### config.mk
export PLATFORM = sky130hd
export DESIGN_NAME = pm1_stage1_scheduler
export DESIGN_NICKNAME = d
export VERILOG_FILES = /design/src/rtl/pm1_pkg.sv /design/src/rtl/pm1_prime_power.sv /design/src/rtl/pm1_stage1_scheduler.sv
export SDC_FILE = /design/constraint.sdc
export NUM_CORES = 1
export LEC_CHECK = 0
export CAP_MARGIN = 0
export CORE_UTILIZATION = 55
export CTS_CLUSTER_SIZE = 14
export DETAILED_ROUTE_END_ITERATION = 12
export PLACE_DENSITY_LB_ADDON = 0.25
export SLEW_MARGIN = 20
export SYNTH_ARGS = -nofsm -noshare
export SYNTH_HDL_FRONTEND = slang
export SYNTH_SLANG_ARGS = --single-unit
### constraint.sdc
create_clock -name clk_i -period 6.5 [get_ports clk_i]
set_clock_uncertainty 0.2 [all_clocks]
set_input_delay 1.3 -clock clk_i [delete_from_list [all_inputs] [get_ports clk_i]]
set_output_delay 1.3 -clock clk_i [all_outputs]
set_load 0.01 [all_outputs]
### src/rtl/pm1_pkg.sv
// pm1_pkg: shared widths, FSM state encoding and handshake helper for the
// Pollard p-1 stage 1 scheduler.
package pm1_pkg;

    localparam int DEF_PW        = 9;
    localparam int DEF_GCD_EVERY = 16;

    typedef enum logic [2:0] {
        S_IDLE,
        S_FETCH,
        S_POWER,
        S_ISSUE,
        S_GCD,
        S_DONE
    } state_e;

    function automatic logic hs(input logic valid, input logic ready);
        return valid & ready;
    endfunction

endpackage

### src/rtl/pm1_prime_power.sv
// pm1_prime_power: raises p to its largest power q = p^k <= b1, one multiply
// per cycle; done_o is high in the cycle the next multiply would exceed b1.
module pm1_prime_power
    import pm1_pkg::*;
#(
    parameter int PW = DEF_PW
) (
    input  logic          clk_i,
    input  logic          rst_ni,
    input  logic          start_i,
    input  logic [PW-1:0] p_i,
    input  logic [PW-1:0] b1_i,
    output logic          done_o,
    output logic [PW-1:0] q_o
);

    logic [PW-1:0]   p_q;
    logic [PW-1:0]   q_q;
    logic            run_q;
    logic [2*PW-1:0] prod;

    // Double-width product so the b1 comparison can never wrap.
    assign prod   = {{PW{1'b0}}, q_q} * {{PW{1'b0}}, p_q};
    assign done_o = run_q && (prod > {{PW{1'b0}}, b1_i});
    assign q_o    = q_q;

    always_ff @(posedge clk_i or negedge rst_ni) begin
        if (!rst_ni) begin
            p_q   <= '0;
            q_q   <= '0;
            run_q <= 1'b0;
        end else if (start_i) begin
            p_q   <= p_i;
            q_q   <= p_i;
            run_q <= 1'b1;
        end else if (run_q) begin
            run_q <= !done_o;
            q_q   <= done_o ? q_q : prod[PW-1:0];
        end
    end

endmodule

### src/rtl/pm1_stage1_scheduler.sv
// pm1_stage1_scheduler: Pollard p-1 stage 1 sequencer; turns sieve primes into
// prime-power exponent issues with periodic and final gcd checks.
module pm1_stage1_scheduler
    import pm1_pkg::*;
#(
    parameter int PW        = DEF_PW,
    parameter int GCD_EVERY = DEF_GCD_EVERY
) (
    input  logic          clk_i,
    input  logic          rst_ni,
    input  logic          start_i,
    input  logic [PW-1:0] b1_i,
    input  logic [PW-1:0] prime_i,
    input  logic          prime_valid_i,
    output logic          prime_ready_o,
    input  logic          sieve_wrap_i,
    output logic [PW-1:0] exp_data_o,
    output logic          exp_valid_o,
    input  logic          exp_ready_i,
    output logic          gcd_req_o,
    input  logic          gcd_ack_i,
    input  logic          gcd_hit_i,
    output logic          busy_o,
    output logic          done_o,
    output logic          found_o
);

    localparam int CW = $clog2(GCD_EVERY + 1);

    state_e        state_q, state_d, end_st;
    logic [PW-1:0] b1_q, b1_d, exp_data_q, exp_data_d, pp_q;
    logic [CW-1:0] cnt_q, cnt_d, cnt_inc;
    logic          open_q, open_d, busy_q, busy_d, found_q, found_d;
    logic          prime_ready_q, exp_valid_q, gcd_req_q, done_q;
    logic          pp_start, pp_done, accept, wrap_cnt;

    assign cnt_inc  = cnt_q + 1'b1;
    assign wrap_cnt = (cnt_inc == CW'(GCD_EVERY));
    assign accept   = hs(prime_valid_i, prime_ready_q);
    assign end_st   = (cnt_q != '0) ? S_GCD : S_DONE;

    pm1_prime_power #(.PW(PW)) u_power (
        .clk_i   (clk_i),
        .rst_ni  (rst_ni),
        .start_i (pp_start),
        .p_i     (prime_i),
        .b1_i    (b1_q),
        .done_o  (pp_done),
        .q_o     (pp_q)
    );

    // A start with b1<2 parks in IDLE with busy set for one cycle, then finishes.
    always_comb begin
        state_d    = state_q;
        b1_d       = b1_q;
        cnt_d      = cnt_q;
        open_d     = open_q;
        busy_d     = busy_q;
        found_d    = found_q;
        exp_data_d = exp_data_q;
        pp_start   = 1'b0;
        case (state_q)
            S_IDLE, S_DONE: begin
                if (busy_q) begin
                    state_d = S_DONE;
                end else if (start_i) begin
                    b1_d    = b1_i;
                    cnt_d   = '0;
                    open_d  = 1'b1;
                    busy_d  = 1'b1;
                    found_d = 1'b0;
                    state_d = (b1_i[PW-1:1] == '0) ? S_IDLE : S_FETCH;
                end
            end
            S_FETCH: begin
                if (sieve_wrap_i || (accept && prime_i > b1_q)) begin
                    open_d  = 1'b0;
                    state_d = end_st;
                end else if (accept && prime_i[PW-1:1] != '0) begin
                    pp_start = 1'b1;
                    state_d  = S_POWER;
                end
            end
            S_POWER: begin
                exp_data_d = pp_done ? pp_q : exp_data_q;
                state_d    = pp_done ? S_ISSUE : S_POWER;
            end
            S_ISSUE: begin
                if (hs(exp_valid_q, exp_ready_i)) begin
                    cnt_d   = wrap_cnt ? '0 : cnt_inc;
                    state_d = wrap_cnt ? S_GCD : S_FETCH;
                end
            end
            S_GCD: begin
                if (gcd_ack_i) begin
                    found_d = gcd_hit_i;
                    state_d = (gcd_hit_i || !open_q) ? S_DONE : S_FETCH;
                end
            end
            default: state_d = S_IDLE;
        endcase
        if (state_d == S_DONE) busy_d = 1'b0;
    end

    always_ff @(posedge clk_i or negedge rst_ni) begin
        if (!rst_ni) begin
            state_q       <= S_IDLE;
            b1_q          <= '0;
            cnt_q         <= '0;
            open_q        <= 1'b0;
            busy_q        <= 1'b0;
            found_q       <= 1'b0;
            exp_data_q    <= '0;
            prime_ready_q <= 1'b0;
            exp_valid_q   <= 1'b0;
            gcd_req_q     <= 1'b0;
            done_q        <= 1'b0;
        end else begin
            state_q       <= state_d;
            b1_q          <= b1_d;
            cnt_q         <= cnt_d;
            open_q        <= open_d;
            busy_q        <= busy_d;
            found_q       <= found_d;
            exp_data_q    <= exp_data_d;
            prime_ready_q <= (state_d == S_FETCH);
            exp_valid_q   <= (state_d == S_ISSUE);
            gcd_req_q     <= (state_d == S_GCD);
            done_q        <= (state_d == S_DONE);
        end
    end

    assign prime_ready_o = prime_ready_q;
    assign exp_valid_o   = exp_valid_q;
    assign exp_data_o    = exp_data_q;
    assign gcd_req_o     = gcd_req_q;
    assign busy_o        = busy_q;
    assign done_o        = done_q;
    assign found_o       = found_q;

endmodule

* Word-level counts from Yosys, hierarchy flattened *
Cells that the tools add are included.

operators by class
  add/subtract/negate cells = 1
  $mul = 1
  order comparisons = 2
  equality and inequality tests = 16
  multiplexer cells = 37
  bitwise operators = 3
  reduce and logical (&&, ||, !) cells = 23

operators by type and width
  cell                   number
  $mux W9                3
  $mux W3                8
  $mux W5                4
  $gt A18 B9 Y1          1
  $mul A9 B9 Y18         1
  $mux W1                18
  $pmux W3 S5            1
  $eq A3 B3 Y1 const B   4
  $ne A2 B2 Y1 const B   6
  $reduce_and A4 Y1      3
  $pmux W5 S2            1
  $reduce_bool A2 Y1     5
  $eq A3 B2 Y1 const B   3
  $gt A9 B9 Y1           1
  $logic_not A8 Y1       1
  $reduce_bool A8 Y1     1
  $eq A3 B1 Y1 const B   2
  $add A5 B1 Y5 const B  1
  $eq A5 B5 Y1 const B   1
  $reduce_bool A5 Y1     1
  $pmux W1 S2            2
  $reduce_and A2 Y1      2
  $logic_and A1 B1 Y1    3
  $logic_not A3 Y1       1
  other kinds (6)        9

word-level totals
  flip-flop bits (word level) = 52
  bits of input ports = 26

* Depth between registers and ports, before layout *
  word-level depth = 7
  mapped depth = 26
  gate-level depth less buffers = 25

* Hierarchy *
A second synthesis with hierarchy kept.

second synthesis, totals
  cell total of the unflattened synthesis = 630
  area total of the unflattened synthesis = 5759.3 um^2

modules (own cells, without submodules)
  module                instances  cells each  area each (um^2)
  pm1_prime_power       1          442         3888.7
  pm1_stage1_scheduler  1          188         1870.5

* Least setup slack after synthesis *
OpenSTA, ideal clock, no wires.

  path type = reg2reg
  start = register u_power.p_q[2]
  end = register exp_data_q[0] (netlist: exp_data_o[0])
  setup time = 0.128 ns
  arrival time = 5.335 ns
  required time = 6.172 ns
  slack = 0.837 ns
  cell stages (with the launch flop) = 23
  path through = dfrtp_1 -> clkbuf_1 -> nand2_1 -> fa_1 -> inv_1 -> fa_1 -> ha_1 -> inv_1 -> fa_1 -> inv_1 -> ha_1 -> a21o_1 -> a21oi_1 -> xnor2_1 -> ha_1 -> a2111oi_0 -> o21ai_0 -> a21oi_1 -> o21ai_0 -> a2111oi_2 -> nand4_1 -> nand2_2 -> mux2_1

on the way
  word-level cells in the longest chain between the ends = 4

ends and longest elaborated chain
  element                      RTL line                     RTL
  start, declared              pm1_prime_power.sv:17        logic [PW-1:0] p_q;
  start signal, assigned       pm1_prime_power.sv:33        p_q <= p_i;
  $mul A9 B9 Y18               pm1_prime_power.sv:23        assign prod = {{PW{1'b0}}, q_q} * {{PW{1'b0}}, p_q};
  $gt A18 B9 Y1                pm1_prime_power.sv:24        assign done_o = run_q && (prod > {{PW{1'b0}}, b1_i});
  $logic_and A1 B1 Y1          pm1_prime_power.sv:24
  $reduce_and A2 Y1 (no line)  n/a
  end signal, assigned         pm1_stage1_scheduler.sv:125  exp_data_q <= exp_data_d;
  end, declared                pm1_stage1_scheduler.sv:31   logic [PW-1:0] b1_q, b1_d, exp_data_q, exp_data_d, pp_q;

Every way passes these cells.
A chain may end at the register's enable or synchronous reset.

* Worst setup path in the final report *
  start = register u_power.q_q[3] (netlist: u_power.q_o[3])
  end = register gcd_req_q (netlist: gcd_req_o)

on the way
  word-level cells in the longest chain between the ends = 6

ends and longest elaborated chain
  element                 RTL line                     RTL
  start, declared         pm1_prime_power.sv:18        logic [PW-1:0] q_q;
  start signal, assigned  pm1_prime_power.sv:34        q_q <= p_i;
  start signal, assigned  pm1_prime_power.sv:38        q_q <= done_o ? q_q : prod[PW-1:0];
  $mul A9 B9 Y18          pm1_prime_power.sv:23
  $gt A18 B9 Y1           pm1_prime_power.sv:24
  $logic_and A1 B1 Y1     pm1_prime_power.sv:24
  $mux W1                 pm1_stage1_scheduler.sv:86   state_d = pp_done ? S_ISSUE : S_POWER;
  $pmux W3 S5             pm1_stage1_scheduler.sv:62   case (state_q)
  net state_d[0]          pm1_stage1_scheduler.sv:30   state_e state_q, state_d, end_st;
  $eq A3 B3 Y1            pm1_stage1_scheduler.sv:128  gcd_req_q <= (state_d == S_GCD);
  end signal, assigned    pm1_stage1_scheduler.sv:128
  end, declared           pm1_stage1_scheduler.sv:34   logic prime_ready_q, exp_valid_q, gcd_req_q, done_q;

The timed path passes the listed nets, and every way through them passes these cells.

==> impl_metrics.yaml <==
global_routing:
  antenna_found_initial: 0
  grt_pass1_vias: 4608
  track_usage_pct: 27.0
  grt_max_degree: 53
  grt_overflow: 0
  grt_pass1_wl_um: 21700
yosys:
  ys_ff_latch: 52
  yosysUniqueCellTypes: 54
  ys.flop_type: "dfrtp_1"
  synth_area_leaders: "dfrtp_1, fa_1, ha_1"
  synth.cell_area_sq_um: 5510
  synth_fp_nets: 754
  ys_seq_area_share_pct: 23.6
  syn_avg_cell_area_sq_um: 8.89
  async_flop_share_pct: 100
  syn_inst: 620
  ys_top_cells_by_count: "inv_1, nand2_1, ha_1"
  yosysTopAreaCell: "dfrtp_1"
  synth_top_area_share_pct: 23.6
  synth_most_common_cell: "inv_1"
  ys_warn_count: 0
  synth_edf_count: 0
critical_path:
  critPathMaxFanout: 11
  cp.arrival_ns: 6.28
  critical-path-max-stage-delay_ns: 0.59
  end_kind: "flop"
  slowest_stage: "fa_1"
  crit_chain: "nand2_1, fa_1, inv_1, fa_1, ha_1, inv_1, fa_1, inv_1, ha_1, a21o_1, a21oi_1, xnor2_1, ha_1, a2111oi_0, o21ai_0, a21oi_1, o21ai_0, a2111oi_2, nand4_1, buf_4, a21boi_1, inv_1, nor2_1"
  worstSetupPathType: "flop to flop"
  startpoint_type: "flop"
  crit_path_frequent_cell: "inv_1"
  worstPathRequired_ns: 6.55
floorplan:
  die_w_um: 102
  die_height_um: 102
  io_pins: 41
  initial_core_util_pct: 56.6
  die_area_sq_um: 10400
  rows: 36
  design.core.area_sq_um: 9730
sta:
  finalHoldViolations: 0
  slew_violations: 0
  fmax_ghz: 0.161
  worst_pin_slew_ns: 0.979
  finalSetupTns_ns: 0
  period_share_pct: 95.8
  slew_headroom_pct: 34.8
  period_minus_slack_ns: 6.23
  setup_violations: 0
  holdWs_ns: 0.300
  grt_setup_unrepaired: "no"
clock_network:
  cts_buffers: 5
  cts_htree_levels: 2
  cts_tree: "done"
  clkLatencyLatePin_ns: 0.32
  post_cts_buffers: 0
  clk_pin_slew_worst_paths_ns: 0.11
  clock_sinks: 52
  cts_root_buffer: "clkbuf_8"
  clockBufferDepth: 2
detailed_routing:
  drt-total-wl_um: 12900
  vias_per_cell: 5.72
  ant_nets: 0
  first_pass_iters: 5
  drt_iter0_drc: 242
  wl_met3_um: 717
  wl_met2_um: 6120
  vias: 4472
  highest_layer: "met4"
  m1WireLength_um: 5840
  drc: 0
  wl_per_cell_um: 16.5
cells_and_area:
  drive_gt1_share_pct: 5.70
  area_growth_pct: 11.4
  diodes: 0
  finalNetCount: 782
  fillers: 841
job:
  cap_viol_max_count: 0
place:
  hpwlAfterDp_um: 10400
  place_congestion: 0.883
  io_buffers: 40
hold_path:
  hold_class: "flop to flop"
run_status:
  status: "finished, final reports clean"
==> sequential cells by signal, summed over array words and instances, names as in the netlist <==
register       flops
prime_ready_o      1
u_power.p_q        9
u_power.run_q      1
exp_valid_o        1
open_q             1
b1_q               9
gcd_req_o          1
cnt_q              5
exp_data_o         9
state_q            3
done_o             1
found_o            1
u_power.q_o        9
busy_o             1
==> cells by family (layout without fill, tap and decap cells) <==
logic type,count (synthesis),after routing,synth area share (%)
AND/OR/NAND/NOR,211,211,19.1
flip-flops,52,52,23.6
multiplexers,21,21,4.25
buffers and inverters,118,147,8.15
AO/OA/AOI/OAI,103,103,12.4
XOR/XNOR,7,7,1.11
adder cells (fa/ha/maj),108,108,31.3
==> critical path, delay by kind of cell (launching register included) <==
| kind | cells | cell delay [ns] |
|---|---|---|
| xor gates and xnor gates | 1 | 0.17 |
| and+or+nand+nor | 3 | 0.48 |
| DFF | 1 | 0.49 |
| AOI/OAI and AO/OA | 8 | 1.79 |
| adders and majority gates | 6 | 2.50 |
| buffers and inverters | 5 | 0.52 |
==> per-stage QoR <==
step | worst slack (ns) | instances | utilization [%] | area (sq um)
final | 0.275 | 782 | 63.1 | 6140
after global routing | 0.00330 | 782 | 63.1 | 6140
after CTS | 0.297 | 782 | 63.0 | 6130
after detailed placement | 0.369 | 774 | 61.8 | 6010
after global placement | 0.593 | 774 | 61.8 | 6010
after floorplan | 0.837 | 620 | - | 5510
==> placed cells by master (no fill, tap or decap), types with 4 or more instances in the layout <==
cell	instances
a21oi_1	22
mux2_1	9
and2_1	56
ha_1	58
o21ai_1	9
o31ai_1	4
nand2b_1	6
and3_1	6
inv_1	94
fa_1	50
nor4_1	7
a21o_1	11
mux2_2	10
nor2_1	30
a31oi_1	13
xnor2_1	7
dfrtp_1	45
clkdlybuf4s50_1	39
nand3_1	11
buf_4	5
nand2_1	73
nor3_1	5
o21ai_0	15
clkbuf_8	5
nand4_1	7
dfrtp_2	7
==> layer usage <==
layer	vias to the layer above	track usage, %
met4	0	7.36
met2	148	45.1
li1	2100	-
met1	2200	36.4
met3	24	4.31
met5	-	0
==> repair_timing <==
action | 4_1_cts | 5_1_grt
endpoints found under the setup margin | 0 | 15
hold buffers | 0 | 0
gates resized for setup | 0 | 7
endpoints found under the hold margin | 0 | 0
==> layout make-up <==
cell class | instances | area, sq um | area share [%]
Clock inverter | 3 | 46.3 | 0.754
Clock buffer | 5 | 68.8 | 1.12
Inverter | 94 | 353 | 5.75
Timing Repair Buffer | 45 | 433 | 7.05
Tap cell | 133 | 166 | 2.71
Sequential cell | 52 | 1310 | 21.3
Multi-Input combinational cell | 450 | 3760 | 61.3
==> final timing paths <==
| path | from | end | slack (ns) | cells after the start |
|---|---|---|---|---|
| setup / recovery | u_power.q_o[3]$_DFFE_PN0P_ | gcd_req_o$_DFF_PN0_ | 0.27 | 23 |
| hold / removal | exp_data_o[4]$_DFFE_PN0P_ | exp_data_o[4]$_DFFE_PN0P_ | 0.30 | 1 |
| setup reg to reg | u_power.q_o[3]$_DFFE_PN0P_ | gcd_req_o$_DFF_PN0_ | 0.27 | 23 |
| hold reg to reg | exp_data_o[4]$_DFFE_PN0P_ | exp_data_o[4]$_DFFE_PN0P_ | 0.30 | 1 |
| max in group asynchronous | rst_ni | u_power.q_o[4]$_DFFE_PN0P_ | 4.75 | 2 |
| min in group asynchronous | rst_ni | exp_data_o[1]$_DFFE_PN0P_ | 0.87 | 2 |
Power is not shown: default switching activity piles up to over one toggle a cycle in this logic, so the estimate is an artifact.
